==> src/rtl/load_store_unit_if.sv <==
// Core-side request/response and data-memory signals of the load/store unit.
// The LSU uses the slave modport; the core/memory environment uses master.
interface load_store_unit_if #(
    parameter int width = 32
);
    logic             req_valid;
    logic             req_ready;
    logic             req_we;
    logic [2:0]       req_funct3;
    logic [width-1:0] req_addr;
    logic [width-1:0] req_wdata;
    logic             resp_valid;
    logic [width-1:0] resp_rdata;
    logic             resp_err;
    logic [width-1:0] mem_addr;
    logic             mem_read;
    logic             mem_write;
    logic [width-1:0] mem_wdata;
    logic [width-1:0] mem_rdata;

    modport slave (
        input  req_valid, req_we, req_funct3, req_addr, req_wdata, mem_rdata,
        output req_ready, resp_valid, resp_rdata, resp_err,
        output mem_addr, mem_read, mem_write, mem_wdata
    );

    modport master (
        output req_valid, req_we, req_funct3, req_addr, req_wdata, mem_rdata,
        input  req_ready, resp_valid, resp_rdata, resp_err,
        input  mem_addr, mem_read, mem_write, mem_wdata
    );
endinterface

==> src/rtl/load_store_unit.sv <==
// RV32I load/store unit on a word-wide memory with one-cycle registered read data.
// Define LSU_SUBWORD_EN to build byte/half accesses (lane extraction and store RMW).
module load_store_unit #(
    parameter int width = 32
) (
    input  logic               clk,
    input  logic               rst,
    load_store_unit_if.slave   bus
);
    localparam logic [1:0] IDLE = 2'd0;
    localparam logic [1:0] RD   = 2'd1;
    localparam logic [1:0] CAP  = 2'd2;
    localparam logic [1:0] WR   = 2'd3;

    logic [1:0]       state;
    logic [width-1:2] word_addr_q;
    logic [width-1:0] wdata_q;
    logic             resp_valid_r;
    logic             resp_err_r;
    logic [width-1:0] resp_rdata_r;
    logic [width-1:0] mem_wdata_r;
    logic             accept;
    logic             req_err;
`ifdef LSU_SUBWORD_EN
    logic             we_q;
    logic [2:0]       funct3_q;
    logic [1:0]       lo_q;
`endif

    function automatic logic access_err(input logic [2:0] f3, input logic [1:0] lo);
`ifdef LSU_SUBWORD_EN
        case (f3)
            3'b000, 3'b100: return 1'b0;
            3'b001, 3'b101: return lo[0];
            3'b010:         return lo != 2'b00;
            default:        return 1'b1;
        endcase
`else
        return (f3 != 3'b010) || (lo != 2'b00);
`endif
    endfunction

`ifdef LSU_SUBWORD_EN
    function automatic logic [31:0] extract_lane(input logic [31:0] word, input logic [2:0] f3,
                                                 input logic [1:0] lo);
        logic signed [7:0]  b;
        logic signed [15:0] h;
        b = word[{lo, 3'b000} +: 8];
        h = lo[1] ? word[31:16] : word[15:0];
        case (f3[1:0])
            2'b00:   return f3[2] ? {24'd0, b} : 32'(b);
            2'b01:   return f3[2] ? {16'd0, h} : 32'(h);
            default: return word;
        endcase
    endfunction

    function automatic logic [31:0] merge_lane(input logic [31:0] word, input logic [15:0] wd,
                                               input logic f3_half, input logic [1:0] lo);
        logic [31:0] m;
        m = word;
        if (f3_half) begin
            if (lo[1]) m[31:16] = wd;
            else       m[15:0]  = wd;
        end else begin
            m[{lo, 3'b000} +: 8] = wd[7:0];
        end
        return m;
    endfunction
`endif

    assign accept         = bus.req_valid & bus.req_ready;
    assign bus.req_ready  = (state == IDLE);
    assign bus.mem_read   = (state == RD);
    assign bus.mem_write  = (state == WR);
    assign bus.mem_addr   = (state == IDLE) ? '0 : {word_addr_q, 2'b00};
    assign bus.mem_wdata  = mem_wdata_r;
    assign bus.resp_valid = resp_valid_r;
    assign bus.resp_err   = resp_err_r;
    assign bus.resp_rdata = resp_rdata_r;

    // Unsigned-extend codes have no store form, so 100/101 with we=1 are rejected.
`ifdef LSU_SUBWORD_EN
    assign req_err = access_err(bus.req_funct3, bus.req_addr[1:0]) |
                     (bus.req_we & bus.req_funct3[2]);
`else
    assign req_err = access_err(bus.req_funct3, bus.req_addr[1:0]);
`endif

    // Request fields captured at accept; later req_* activity is ignored.
    always_ff @(posedge clk) begin
        if (accept) begin
            word_addr_q <= bus.req_addr[width-1:2];
            wdata_q     <= bus.req_wdata;
`ifdef LSU_SUBWORD_EN
            we_q        <= bus.req_we;
            funct3_q    <= bus.req_funct3;
            lo_q        <= bus.req_addr[1:0];
`endif
        end
    end

    always_ff @(posedge clk) begin
        if (rst) begin
            state        <= IDLE;
            resp_valid_r <= 1'b0;
            resp_err_r   <= 1'b0;
            resp_rdata_r <= '0;
            mem_wdata_r  <= '0;
        end else begin
            resp_valid_r <= 1'b0;
            case (state)
                IDLE: begin
                    if (accept) begin
                        if (req_err) begin
                            resp_valid_r <= 1'b1;
                            resp_err_r   <= 1'b1;
                            resp_rdata_r <= '0;
                        end else if (bus.req_we && (bus.req_funct3 == 3'b010)) begin
                            mem_wdata_r <= bus.req_wdata;
                            state       <= WR;
                        end else begin
                            state <= RD;
                        end
                    end
                end
                RD: state <= CAP;
                CAP: begin
`ifdef LSU_SUBWORD_EN
                    if (we_q) begin
                        mem_wdata_r <= merge_lane(bus.mem_rdata, wdata_q[15:0], funct3_q[0], lo_q);
                        state       <= WR;
                    end else begin
                        resp_valid_r <= 1'b1;
                        resp_err_r   <= 1'b0;
                        resp_rdata_r <= extract_lane(bus.mem_rdata, funct3_q, lo_q);
                        state        <= IDLE;
                    end
`else
                    resp_valid_r <= 1'b1;
                    resp_err_r   <= 1'b0;
                    resp_rdata_r <= bus.mem_rdata;
                    state        <= IDLE;
`endif
                end
                WR: begin
                    resp_valid_r <= 1'b1;
                    resp_err_r   <= 1'b0;
                    resp_rdata_r <= '0;
                    state        <= IDLE;
                end
                default: state <= IDLE;
            endcase
        end
    end
endmodule

==> src/flat_wrapper.sv <==
// flat-port wrapper written by rule: the top's interface ports become plain ports
module load_store_unit_flat 
#(
    parameter int width = 32
)
  (clk, rst, bus_req_valid, bus_req_we, bus_req_funct3, bus_req_addr, bus_req_wdata, bus_mem_rdata, bus_req_ready, bus_resp_valid, bus_resp_rdata, bus_resp_err, bus_mem_addr, bus_mem_read, bus_mem_write, bus_mem_wdata);
  load_store_unit_if #(.width(width)) bus_i ();
  input  logic clk;
  input  logic rst;
  input wire logic [$bits(bus_i.req_valid)-1:0] bus_req_valid;
  input wire logic [$bits(bus_i.req_we)-1:0] bus_req_we;
  input wire logic [$bits(bus_i.req_funct3)-1:0] bus_req_funct3;
  input wire logic [$bits(bus_i.req_addr)-1:0] bus_req_addr;
  input wire logic [$bits(bus_i.req_wdata)-1:0] bus_req_wdata;
  input wire logic [$bits(bus_i.mem_rdata)-1:0] bus_mem_rdata;
  output wire logic [$bits(bus_i.req_ready)-1:0] bus_req_ready;
  output wire logic [$bits(bus_i.resp_valid)-1:0] bus_resp_valid;
  output wire logic [$bits(bus_i.resp_rdata)-1:0] bus_resp_rdata;
  output wire logic [$bits(bus_i.resp_err)-1:0] bus_resp_err;
  output wire logic [$bits(bus_i.mem_addr)-1:0] bus_mem_addr;
  output wire logic [$bits(bus_i.mem_read)-1:0] bus_mem_read;
  output wire logic [$bits(bus_i.mem_write)-1:0] bus_mem_write;
  output wire logic [$bits(bus_i.mem_wdata)-1:0] bus_mem_wdata;
  assign bus_i.req_valid = bus_req_valid;
  assign bus_i.req_we = bus_req_we;
  assign bus_i.req_funct3 = bus_req_funct3;
  assign bus_i.req_addr = bus_req_addr;
  assign bus_i.req_wdata = bus_req_wdata;
  assign bus_i.mem_rdata = bus_mem_rdata;
  assign bus_req_ready = bus_i.req_ready;
  assign bus_resp_valid = bus_i.resp_valid;
  assign bus_resp_rdata = bus_i.resp_rdata;
  assign bus_resp_err = bus_i.resp_err;
  assign bus_mem_addr = bus_i.mem_addr;
  assign bus_mem_read = bus_i.mem_read;
  assign bus_mem_write = bus_i.mem_write;
  assign bus_mem_wdata = bus_i.mem_wdata;
  load_store_unit #(.width(width)) u_core (.clk(clk), .rst(rst), .bus(bus_i));
endmodule
==> config.mk <==
export PLATFORM = sky130hd
export DESIGN_NAME = load_store_unit_flat
export DESIGN_NICKNAME = d
export VERILOG_FILES = /design/src/rtl/load_store_unit_if.sv /design/src/rtl/load_store_unit.sv /design/src/flat_wrapper.sv
export SDC_FILE = /design/constraint.sdc
export NUM_CORES = 1
export LEC_CHECK = 0
export ABC_CLOCK_PERIOD_IN_PS = 2860
export BUFFER_PORTS_ARGS = -buffer_cell sky130_fd_sc_hd__buf_2
export CAP_MARGIN = 20
export CORE_ASPECT_RATIO = 1.1
export CORE_MARGIN = 5
export CORE_UTILIZATION = 48
export CTS_BUF_LIST = sky130_fd_sc_hd__clkbuf_2
export DETAILED_ROUTE_END_ITERATION = 7
export GPL_ROUTABILITY_DRIVEN = 1
export PLACE_DENSITY = 0.85
export REMOVE_ABC_BUFFERS = 1
export SYNTH_ARGS = -nofsm -noshare
export SYNTH_HDL_FRONTEND = slang
export SYNTH_SLANG_ARGS = --single-unit
export TNS_END_PERCENT = 30
==> constraint.sdc <==
create_clock -name clk -period 2.86 [get_ports clk]
set_input_delay 0.143 -clock clk [delete_from_list [all_inputs] [get_ports clk]]
set_output_delay 0.143 -clock clk [all_outputs]
set_load 0.01 [all_outputs]
==> out/metrics.yaml, run 1 <==
status: "finished clean"
fin_nets: 793
die_y_um: 109.0
hold_slack_ns: 0.1344
ir_drop_uv: 269.5
die_x_um: 100.0
start_util: 0.4870
layout_common_cells: "201 x buf_2, 96 x dlygate4sd3_1, 68 x dfxtp_1"
port_buffers: 201
core_area_um2: 8783
worstPathArrival_ns: 2.08
ys_seq_area_frac: 0.5288
post_cts_resized: 0
drt_wl_total_mm: 13.61
fmax_ghz: 0.4491
syn_area_um2: 4278
start_kind: "flip-flop"
grt_setup_unrepaired: "false"
ys.flop_type: "dfxtp_1"
fillerInstances: 585
worst-path-max-fanout: 22
insertion_delay_ns: 0.55
grt_pass1_wl_mm: 21.13
num_rows: 36
place_area_um2: 5288
synth_edf_count: 30
pwr_density_cell_nw_per_um2: 395.9
finClkSkew_ns: 0.03317
async_flop_share: 0
grt_max_degree: 80
crit_type: "reg2out"
postSynthCellCount: 410
cts_max_path_buffers: 2
grt_use_total: 0.2430
path_depth: 3
worstRegToRegCells: 4
first_iter_violations: 292
antenna_cells: 0
route.detailed.drc: 0
path_buf_inv: 2
crit_path_cell_trace: "buf_4 -> and2_1 -> buf_2"
cts.sinks: 98
layout_commonest_cell: "buf_2"
slew_viol_final: 0
total_power_w: 0.002527
overflow: 0
yosysUniqueCellTypes: 26
io_pins: 204
ys_ff_latch: 98
max_cap_violations: 0
worstPathRequired_ns: 2.72
antenna_found_initial: 0
dr.pass1.iters: 5
leakagePower_nw: 2.786
hold_path.class: "in2reg"
drt.antenna.violating_nets: 0
crit_slowest_cell: "dfxtp_1"
fin_crit_sh: 0.7786
cp-end-kind: "output pin"
htreeDepth: 3
cts_made_buffers: 9
drive_gt1_frac: 0.3309
wl_per_cell_um: 16.83
fin_area_um2: 6382
cpPeakStageDelay_ns: 0.90
multi_input_area_um2: 1802
path_clk_slew_ns: 0.27
gp_congestion: 0.8161
regArea_um2: 2262
place_hpwl_mm: 8.224
period_needed_ns: 2.227
die-area_um2: 10900
max-slew-margin-rel: 0.3189
avgSynthCellArea_um2: 10.43
synthToLayoutAreaGrowth_pct: 49.20
cts_tree: "done"
hold_path_depth: 5
grt_pass1_vias: 4301
yosys_warnings: 0
ctsRootBufferMaster: "clkbuf_2"
path_delay_family: "flip-flops"
vias: 4170
setup_viol: 0
via_per_inst: 5.155
finalHoldViolations: 0
worst-slew-pin-transition_ns: 1.022
[kinds of logic after synthesis]
kind of cell / share of synthesized area
other cells: 0.0008766
simple gates: 0.2422
compound gates: 0.1003
buf+inv: 0.05294
mux: 0.07488
flops: 0.5288
[synth_stat cells, drive strengths merged, types with 2 or more instances]
master,n,share of area
nand3,32,0.037
nand2b,65,0.095
nor4,2,0.0029
a21oi,33,0.039
nor2b,64,0.094
and2,2,0.0029
mux2i,32,0.075
edfxtp,30,0.21
dfxtp,68,0.32
inv,2,0.0018
buf,17,0.033
clkbuf,21,0.018
a22oi,32,0.056
nor2,2,0.0018
[path summary, 6_finish.rpt]
kind	to	slack, ns	start
hold / removal	u_core.bus.resp_rdata[3]	0.13	bus_req_addr[0]
hold reg to reg	u_core.bus.resp_err	0.48	u_core.bus.resp_err
setup / recovery	bus_mem_write	0.63	u_core.state[1]
setup reg to reg	u_core.bus.resp_rdata[9]	0.77	u_core.state[1]
[routing by layer]
layer  global-route usage  part of all wire
met1               0.2714              0.38
met2               0.4404              0.50
met4              0.06160             0.017
met5                    0                 0
met3              0.08637              0.11
[sequential cells by signal, indices dropped and copies added, names as in the netlist]
name and count:
u_core.bus.mem_wdata 32, u_core.bus.resp_rdata 32, u_core.word_addr_q 30, u_core.state 2, u_core.bus.resp_err 1, u_core.bus.resp_valid 1
[cell type report]
| type | instances | share of cell area |
|---|---|---|
| inverters | 2 | 0.001176 |
| clock buffers | 11 | 0.008626 |
| well taps | 114 | 0.02235 |
| flip-flops and latches | 98 | 0.3544 |
| clock inverters | 5 | 0.01235 |
| repair buffers | 306 | 0.3188 |
| multi-input cells | 273 | 0.2823 |
[power by group]
part	total, W	internal [W]	switching (W)
combinational	0.000300	0.000179	0.000121
sequential	0.00148	0.00147	0.00000996
clock	0.000749	0.000298	0.000451
[timing repair]
| item | 4_1_cts | 5_1_grt |
|---|---|---|
| hold buffers | 96 | 0 |
| hold endpoints to repair | 95 | 0 |
| setup buffers | 0 | 0 |
[worst reg2reg max path: stages (launching register included)]
cell and delay (ns):
dfxtp_1 0.90, nor2b_2 0.46, buf_4 0.35, a22oi_1 0.15, a21oi_1 0.19
[stage by stage]
step	std cells	worst slack, ns	setup TNS, ns	util
after floorplan	373	-0.2539	-7.616	-
after global placement	697	0.9432	0	0.6020
after detailed placement	697	0.8213	0	0.6020
after CTS	809	0.6155	0	0.7266
after global routing	809	0.4809	0	0.7266
final	809	0.6333	0	0.7266
No activity file was read; power rests on OpenSTA's default activity.
==> run 2: changes to the inputs <==
--- a/config.mk
+++ b/config.mk
@@ -5,7 +5,7 @@
 export SDC_FILE = /design/constraint.sdc
 export NUM_CORES = 1
 export LEC_CHECK = 0
-export ABC_CLOCK_PERIOD_IN_PS = 2860
+export ABC_CLOCK_PERIOD_IN_PS = 2100
 export BUFFER_PORTS_ARGS = -buffer_cell sky130_fd_sc_hd__buf_2
 export CAP_MARGIN = 20
 export CORE_ASPECT_RATIO = 1.1
==> constraint.sdc (replaced) <==
create_clock -name clk -period 2.1 [get_ports clk]
set_input_delay 0.105 -clock clk [delete_from_list [all_inputs] [get_ports clk]]
set_output_delay 0.105 -clock clk [all_outputs]
set_load 0.01 [all_outputs]
==> out/metrics.yaml, run 2 (same netlist as run 1, synthesis figures left out) <==
status: "finished clean"
cts.sinks: 98  # unchanged
setup_viol: 0  # unchanged
num_rows: 36  # unchanged
holdPathEnd: "u_core.bus.resp_valid"
max_cap_violations: 0  # unchanged
worst-slew-pin-transition_ns: 0.5150  # -0.5066 ns
hold_path.class: "in2reg"
cts_max_path_buffers: 2  # unchanged
hold_slack_ns: 0.08261  # -0.05183 ns
r2r_slack_ns: 0.13  # -0.64 ns
io_pins: 204  # unchanged
place_hpwl_mm: 8.123  # -1.2%
leakagePower_nw: 2.920  # +4.8%
gp_congestion: 0.7955  # -2.5%
via_per_inst: 5.219  # +1.3%
fmax_ghz: 0.5072
drt_wl_total_mm: 14.76  # +8.4%
vias: 4332  # +3.9%
antenna_found_initial: 0  # unchanged
period_needed_ns: 1.971
die_y_um: 109.0  # unchanged
ctsRootBufferMaster: "clkbuf_2"
min-delay-start: "bus_req_valid"
route.detailed.drc: 0  # unchanged
ir_drop_uv: 293.9  # +9.1%
die_x_um: 100.0  # unchanged
synthToLayoutAreaGrowth_pct: 54.69
crit_slowest_cell: "dlygate4sd3_1"
drt.antenna.violating_nets: 0  # unchanged
wl_per_cell_um: 17.78  # +5.7%
grt_setup_unrepaired: "false"
hold_path_depth: 4  # -1
die-area_um2: 10900  # unchanged
fillerInstances: 557  # -4.8%
core_area_um2: 8783  # unchanged
fin_nets: 813  # +2.5%
post_cts_buffers: 0  # unchanged
worstRegToRegCells: 5  # +1
cp-end-kind: "flip-flop"
max-slew-margin-rel: 0.6567  # +0.3378
regArea_um2: 2262  # unchanged
layout_common_cells: "201 x buf_2, 114 x dlygate4sd3_1, 68 x dfxtp_1"
slew_viol_final: 0  # unchanged
r2r-start: "u_core.state[0]"
cts_made_buffers: 9  # unchanged
worstPathRequired_ns: 2.63  # -0.09 ns
pwr_density_cell_nw_per_um2: 522.4  # +32%
finalSetupTns_ns: 0  # unchanged
insertion_delay_ns: 0.57  # +0.02 ns
grt_max_degree: 79  # -1.3%
overflow: 0  # unchanged
grt_pass1_wl_mm: 23.09  # +9.3%
fin_crit_sh: 0.9388
crit_type: "reg2reg"
grt_pass1_vias: 4579  # +6.5%
cpPeakStageDelay_ns: 0.58  # -0.32 ns
finClkSkew_ns: 0.03385  # +0.0006811 ns
start_kind: "flip-flop"
port_buffers: 201  # unchanged
grt_use_total: 0.2697  # +0.02661
path_clk_slew_ns: 0.26  # about the same
first_iter_violations: 337  # +15%
drive_gt1_frac: 0.3273  # -0.003663
htreeDepth: 3  # unchanged
multi_input_area_um2: 1807  # +0.28%
crit_path_cell_trace: "nand2b_2 -> buf_4 -> a22oi_1 -> a21oi_1 -> dlygate4sd3_1"
worstPathArrival_ns: 2.50  # +0.42 ns
cts_tree: "done"
start_util: 0.4870  # unchanged
finalHoldViolations: 0  # unchanged
layout_commonest_cell: "buf_2"
worst-path-max-fanout: 18  # -18%
r2r-end: "u_core.bus.resp_rdata[2]"
dr.pass1.iters: 5  # unchanged
-- run 2: how the worst max path moves through the flow --
stage / start / endpoint / slack (ns) / cells past startpoint
2_1_floorplan: u_core.state[1] / u_core.word_addr_q[10] / -1.01 / 2
3_3_place_gp: u_core.state[0] / u_core.bus.resp_rdata[21] / 0.66 / 4
3_5_place_dp: u_core.state[0] / u_core.bus.resp_rdata[7] / 0.55 / 4
4_1_cts: u_core.state[0] / u_core.bus.resp_rdata[26] / 0.04 / 5
5_1_grt: u_core.state[1] / u_core.bus.resp_rdata[16] / 0.002 / 6
6_report: u_core.state[0] / u_core.bus.resp_rdata[2] / 0.13 / 5
-- run 2: layout make-up --
| class | count | area share |
|---|---|---|
| clock inverters | 5 | 0.01191 |
| clock buffers | 11 | 0.008319 |
| multi-input cells | 273 | 0.2730 |
| inverters | 2 | 0.001134 |
| repair buffers | 326 | 0.3418 |
| diodes | 1 | 0.0003781 |
| well taps | 114 | 0.02155 |
| flip-flops and latches | 98 | 0.3418 |
-- run 2: metal layers --
layer,GRT usage,share of wire,vias to the layer above
met5,0,0,-
met4,0.1299,0.033,0
met3,0.07038,0.093,39
met2,0.4657,0.50,222
met1,0.3108,0.38,2061
li1,-,-,2010
-- run 2: where the power goes --
group / total [W] / internal, W / switching [W]
Combinational: 0.000422 / 0.000250 / 0.000172
Sequential: 0.00201 / 0.00200 / 0.0000132
Clock: 0.00102 / 0.000398 / 0.000624
-- run 2: what timing repair did --
action,in CTS,in global routing
hold endpoints to repair,97,0
hold buffers,114,0
gates resized for setup,0,4
setup endpoints to repair,0,18
-- run 2: per-stage QoR --
| stage | total power, W | instances | util | instance area [µm²] | setup slack (ns) |
|---|---|---|---|---|---|
| 6_report | 0.003457 | 830 | 0.7534 | 6618 | 0.1285 |
| 2_1_floorplan | 0.002141 | 373 | - | 4063 | -1.014 |
| 3_5_place_dp | 0.002310 | 699 | 0.6066 | 5328 | 0.5519 |
| 3_3_place_gp | 0.002302 | 699 | 0.6066 | 5328 | 0.6603 |
| 4_1_cts | 0.003447 | 829 | 0.7517 | 6603 | 0.03719 |
| 5_1_grt | 0.003587 | 829 | 0.7531 | 6615 | 0.001682 |
-- run 2: worst max-delay path, delay by kind of cell (launching register included) --
| kind | cells | cell delay, ns |
|---|---|---|
| buffers and inverters | 2 | 0.86 |
| AOI/OAI and AO/OA | 2 | 0.26 |
| and+or+nand+nor | 1 | 0.32 |
| DFF | 1 | 0.52 |
